## src/rtl/serial_subtractor.sv

```systemverilog
// serial_subtractor: bit-serial A - B, LSB first, through one full-subtractor
// cell with a registered borrow. Results (diff, borrow-out, signed overflow)
// are published together with a one-cycle done pulse and held until the next
// accepted start.
module serial_subtractor #(
  parameter int unsigned WIDTH = 8
) (
  input  logic             clk,
  input  logic             rst,
  input  logic             start,
  input  logic [WIDTH-1:0] a,
  input  logic [WIDTH-1:0] b,
  output logic             busy,
  output logic             done,
  output logic [WIDTH-1:0] diff,
  output logic             b_out,
  output logic             ovf
);

  localparam int unsigned     CW   = $clog2(WIDTH + 1);
  localparam logic [CW-1:0]   LAST = CW'(WIDTH - 1);

  typedef enum logic [1:0] {
    S_IDLE,
    S_RUN,
    S_DONE
  } state_t;

  state_t           r_state;
  logic [WIDTH-1:0] r_ash;
  logic [WIDTH-1:0] r_bsh;
  logic [WIDTH-1:0] r_dsh;
  logic             r_br;
  logic [CW-1:0]    r_cnt;
  logic             r_amsb;
  logic             r_bmsb;

  logic             w_a0;
  logic             w_b0;
  logic             w_d;
  logic             w_bnext;
  logic [WIDTH:0]   w_dcat;
  logic [WIDTH-1:0] w_dsh_next;

  // Full-subtractor cell on the current LSBs plus the working-copy shift.
  // The concatenate-and-drop-LSB form keeps the shift legal for WIDTH=1.
  always_comb begin
    w_a0       = r_ash[0];
    w_b0       = r_bsh[0];
    w_d        = w_a0 ^ w_b0 ^ r_br;
    w_bnext    = (~w_a0 & w_b0) | (~(w_a0 ^ w_b0) & r_br);
    w_dcat     = {w_d, r_dsh};
    w_dsh_next = w_dcat[WIDTH:1];
  end

  // Control FSM and datapath registers; results are copied out only on the
  // last bit-step so the visible outputs never toggle while running.
  always_ff @(posedge clk) begin
    if (rst) begin
      r_state <= S_IDLE;
      r_ash   <= '0;
      r_bsh   <= '0;
      r_dsh   <= '0;
      r_br    <= 1'b0;
      r_cnt   <= '0;
      r_amsb  <= 1'b0;
      r_bmsb  <= 1'b0;
      busy    <= 1'b0;
      done    <= 1'b0;
      diff    <= '0;
      b_out   <= 1'b0;
      ovf     <= 1'b0;
    end else begin
      case (r_state)
        S_IDLE: begin
          if (start) begin
            r_ash   <= a;
            r_bsh   <= b;
            r_br    <= 1'b0;
            r_cnt   <= '0;
            r_amsb  <= a[WIDTH-1];
            r_bmsb  <= b[WIDTH-1];
            busy    <= 1'b1;
            r_state <= S_RUN;
          end
        end
        S_RUN: begin
          r_ash <= r_ash >> 1;
          r_bsh <= r_bsh >> 1;
          r_br  <= w_bnext;
          r_cnt <= r_cnt + 1'b1;
          r_dsh <= w_dsh_next;
          if (r_cnt == LAST) begin
            diff    <= w_dsh_next;
            b_out   <= w_bnext;
            ovf     <= (r_amsb != r_bmsb) & (w_d != r_amsb);
            busy    <= 1'b0;
            done    <= 1'b1;
            r_state <= S_DONE;
          end
        end
        S_DONE: begin
          done    <= 1'b0;
          r_state <= S_IDLE;
        end
        default: begin
          r_state <= S_IDLE;
        end
      endcase
    end
  end

endmodule

```

## config.mk

```make
export PLATFORM = sky130hd
export DESIGN_NAME = serial_subtractor
export DESIGN_NICKNAME = d
export VERILOG_FILES = /design/src/rtl/serial_subtractor.sv
export SDC_FILE = /design/constraint.sdc
export NUM_CORES = 1
export LEC_CHECK = 0
export BUFFER_PORTS_ARGS = -buffer_cell sky130_fd_sc_hd__buf_4
export CAP_MARGIN = 0
export CORE_UTILIZATION = 50
export DETAILED_ROUTE_END_ITERATION = 16
export PLACE_DENSITY = 0.75
export SYNTH_ARGS = -nofsm -noshare
export SYNTH_HDL_FRONTEND = slang
export SYNTH_SLANG_ARGS = --single-unit
```

## constraint.sdc

```tcl
create_clock -name clk -period 1.6 [get_ports clk]
set_clock_uncertainty 0.05 [all_clocks]
set_input_delay 0.24 -clock clk [delete_from_list [all_inputs] [get_ports clk]]
set_output_delay 0.24 -clock clk [all_outputs]
set_load 0.01 [all_outputs]
```

; Word level (Yosys, flattened, before mapping)
; Index checks and enable logic that the tools add are counted.
[totals]
ff_bits = 45
latch_bits = 0
ram_bits = 0
mem_bits_ro = 0
out_inout_bits = 12
wordCells = 54
mem_count = 0
[classes]
n_addsub = 1
multipliers = 0
div = 0
order_cmp = 0
n_eq_ne = 7
shifts = 0
mux = 16
bitwise_logic = 8
reduce_logical = 9
[ops]
columns = cell, count
row1 = $pmux W8 S2, 2
row2 = $mux W8, 2
row3 = $reduce_and A2 Y1, 5
row4 = $pmux W4 S2, 1
row5 = $pmux W1 S2, 3
row6 = $add A4 B1 Y4 const B, 1
row7 = $eq A4 B3 Y1 const B, 1
row8 = $mux W1, 4
row9 = $mux W2, 2
row10 = $mux W4, 1
row11 = $ne A2 B2 Y1 const B, 2
row12 = $pmux W2 S2, 1
row13 = $reduce_bool A2 Y1, 2
row14 = $and A1 B1 Y1, 3
row15 = $reduce_and A3 Y1, 1
row16 = $eq A2 B1 Y1 const B, 1
row17 = $eq A2 B2 Y1 const B, 1
row18 = $logic_not A2 Y1, 1
row19 = $ne A1 B1 Y1, 2
row20 = $not A1 Y1, 2
row21 = $xor A1 B1 Y1, 2
row22 = $or A1 B1 Y1, 1

; Longest topological paths before layout
[depth]
depth_word = 5
depth_mapped = 5

; Worst setup path after synthesis
; Ideal clock, no wire load.
[synth_timing]
path_kind = flip-flop to flip-flop
start = reg r_bsh[0]
end = reg ovf
arrival_ns = 1.247
path_slack_ns = 0.186
path_stages_with_launch = 6
n_path_buf = 0
synth_period_minus_slack_ns = 1.414
path_cell_list = dfxtp_1 -> inv_1 -> fa_1 -> nand2b_1 -> o21ai_0 -> a22o_1
[synth_via]
elab_chain_len = 4
[synth_lines]
columns = item, line_no
row1 = from (decl), 31  ; logic [WIDTH-1:0] r_bsh;
row2 = from (signal assigned), 89  ; r_bsh <= r_bsh >> 1;
row3 = $xor A1 B1 Y1 (2 in series), 50  ; w_d = w_a0 ^ w_b0 ^ r_br;
row4 = named net w_d, 40  ; logic w_d;
row5 = $ne A1 B1 Y1, 96  ; ovf <= (r_amsb != r_bmsb) & (w_d != r_amsb);
row6 = $and A1 B1 Y1, 96
row7 = to (signal assigned), 96
row8 = to (decl), 17  ; output logic ovf
; The timed path passes the listed nets, and every way through them passes these cells.
; A chain may end at the register's enable or synchronous reset.

; Worst setup path in the final report
[layout_timing]
start = reg r_br
end = reg ovf
[layout_via]
elab_chain_len = 3
[layout_lines]
columns = item, line_no
row1 = from (decl), 33  ; logic r_br;
row2 = from (signal assigned), 90  ; r_br <= w_bnext;
row3 = $xor A1 B1 Y1, 50
row4 = named net w_d, 40
row5 = $ne A1 B1 Y1, 96
row6 = $and A1 B1 Y1, 96
; The timed path passes the listed nets, and every way through them passes these cells.

==> metrics.md <==
| Metric | Value |
|---|---|
| Biggest area consumer among synthesized cells | `dfxtp_1` |
| Vias | `1610` |
| Iteration-0 DRC Markers | `108` |
| Cells after Synth | `225` |
| Hold_buf cts | `0` |
| Final Core Density | `62.3%` |
| Peak supply drop | `0.726 mV` |
| TritonCTS clock tree | `done` |
| Vias in the first global route | `1506` |
| Pre-antenna DRT Iters | `4` |
| Final RePlAce weighted congestion | `0.710` |
| Number of cell rows | `22` |
| Critical path data arrival time | `1.63 ns` |
| # Max-Cap Violations | `0` |
| CTS resizes | `0` |
| Warning count from the yosys run | `0` |
| Synth top cells by count | `44 x dfxtp_1, 39 x a21oi_1, 25 x nor2_1` |
| Die height | `64.3 um` |
| Cell with the most instances after synthesis | `dfxtp_1` |
| Final worst path period share | `93.1%` |
| Setup_tns | `0 ns` |
| Status | `finished clean` |
| Antenna cell count | `0` |
| Core area | `3690 sq um` |
| Grt total ovfl | `0` |
| Top FF cell, synth | `dfxtp_1` |
| Unrepaired setup endpoints after global routing | `false` |
| CP startpoint kind | `flip-flop` |
| Leakage | `0.950 nW` |
| Data required time of the worst path | `1.74 ns` |
| Fraction of synthesis flops using an asynchronous set or reset pin | `0%` |
| Longest Clk Path Bufs | `2` |
| Total Wirelength | `3890 um` |
| Slew headroom | `68.3%` |
| Mapped cell area | `1940 sq um` |
| Worst skew pair latency | `0.29 ns` |
| Post-synth net total | `246` |
| I/O pins | `31` |
| EDFF count, synth | `0` |
| H-Tree Depth | `2` |
| Max frequency | `671 MHz` |
| Die ar. | `4140 sq um` |
| Power Density | `943 nW/um^2` |
| Final #Nets | `274` |
| Slew of the pin with the lowest slew margin | `0.475 ns` |
| DR DRC count | `0` |
| Antenna viol nets, final | `0` |
| Place WS | `0.107 ns` |
| Vias per Instance | `5.33` |
| Hold/Removal Path Class | `input port to flip-flop` |
| Critical path class | `flip-flop to flip-flop` |
| Final cell count without fillers | `302` |
| CP endpoint kind | `flip-flop` |
| Flop-to-flop setup slack | `0.11 ns` |
| Final Max Tran Viols | `0` |
| CTS root buffer | `clkbuf_8` |
| Die width | `64.3 um` |
| Drt wl/cell | `12.9 um` |
| Num CTS Buffers | `5` |
| Largest net degree at the start of global routing | `36` |
| Cell count after placement | `294` |
| Post-synthesis cell type count | `33` |
| Tot GR Track Use | `20.0%` |
| Final Setup Violations | `0` |
| Yosys top cell area share | `45.4%` |
| Fin crit period | `1.49 ns` |
| Area growth syn-to-layout | `18.3%` |
| Mean Syn Cell Area | `8.63 sq um` |
| Post-synthesis sequential area ratio | `45.4%` |
| Initial cell density of the core | `52.6%` |
| Total clock sinks | `44` |
| Post-route setup slack | `0.111 ns` |
| Placed wire-length estimate | `2700 um` |
| Crit path max fanout | `4` |
| Layout cell share with drive strength beyond 1 | `26.4%` |
| Number of synthesized register bits | `44` |
| Port Buffer Count | `30` |
| Largest cells by area after synthesis | `dfxtp_1 45%, a21oi_1 10%, o221a_2 8.1%, nor2_1 4.8%, a22o_1 4.5%` |
| Antenna violations before repair | `0` |
| Setup bufs post-CTS | `0` |
| Final Hold Fails | `0` |
| First-pass GRT wire length | `6430 um` |
| Reg clk slew, reported paths | `0.09 ns` |
power breakdown:
part | total [mW] | internal, mW | leakage [nW] | switching, mW
clock | 0.722 | 0.349 | 0.0434 | 0.372
sequential | 1.18 | 1.14 | 0.360 | 0.0405
combinational | 0.262 | 0.132 | 0.546 | 0.129
final timing paths:
path / from / endpoint / cells past startpoint
worst min register to register: r_dsh[1]$_SDFFE_PP0P_ / r_dsh[1]$_SDFFE_PP0P_ / 2
worst max-delay path: r_br$_SDFFE_PP0P_ / ovf$_SDFFE_PP0P_ / 5
worst min-delay path: b[7] / r_bmsb$_SDFFE_PP0P_ / 3
worst max register to register: r_br$_SDFFE_PP0P_ / ovf$_SDFFE_PP0P_ / 5
flip-flops by register name (all words and copies together), names as in the netlist, 2 cells and up:
signal	cells
r_state	2
diff	8
r_ash	8
r_dsh	7
r_cnt	4
r_bsh	8
final cells by class:
cell class	count	area (sq um)
clock buffer	6	82.6
clock inverter	2	15.0
fill	335	1390
inverter	17	63.8
multi-input combinational	145	895
sequential	44	881
tap	48	60.1
timing repair buffer	40	300
placed cells by master (no fill, tap or decap):
cell / Yosys / layout
a22o_1: 10 / 10
nand2b_4: 1 / 1
nand2b_1: 2 / 2
o21ai_0: 5 / 5
nand3b_1: 1 / 1
nand2_1: 21 / 21
a31oi_1: 1 / 1
or3_1: 1 / 1
clkinvlp_4: 0 / 2
o21bai_1: 1 / 1
o21a_1: 1 / 1
nor2_1: 25 / 25
o22a_1: 3 / 3
or2_2: 1 / 1
inv_1: 17 / 17
nor3b_2: 2 / 2
nor2b_2: 1 / 1
fa_1: 1 / 1
and3b_1: 1 / 1
a22oi_1: 2 / 2
a21oi_1: 39 / 39
ha_1: 1 / 1
clkbuf_8: 0 / 6
buf_4: 4 / 40
mux2i_1: 1 / 1
o22ai_1: 2 / 2
dfxtp_1: 44 / 44
nand3_1: 2 / 2
nor3b_1: 1 / 1
nor2b_1: 4 / 4
o221a_2: 14 / 14
a211oi_1: 1 / 1
stage by stage:
stage	hold slack (ns)	total power [mW]	instance area, sq um
floorplan	0.326	1.38	1940
global placement	0.397	1.46	2200
detailed placement	0.396	1.47	2200
CTS	0.143	2.18	2300
global route	0.145	2.26	2300
finish	0.150	2.17	2300
metal layers:
layer  global-route usage [%]  up-vias  wire [um]
li1                         -      834          -
met1                     24.0      745       1910
met2                     34.6       26       1810
met3                     4.11        5        119
met4                     8.06        0         51
met5                        0        -          0
worst max-delay path: stages (launching register included):
cell and delay, ns:
dfxtp_1 0.34, inv_1 0.06, fa_1 0.56, nand2b_1 0.12, o21ai_0 0.06, a22o_1 0.20
cells by family (layout without fill, tap and decap cells):
group	Yosys count	after routing	synth area share, %
buffers and inverters	36	65	8.57
adder cells (fa/ha/maj)	2	2	1.68
AO/OA/AOI/OAI	79	79	28.2
flip-flops	44	44	45.4
multiplexers	1	1	0.515
AND/OR/NAND/NOR	63	63	15.7
Note: power is estimated with default switching activity, not from simulation.
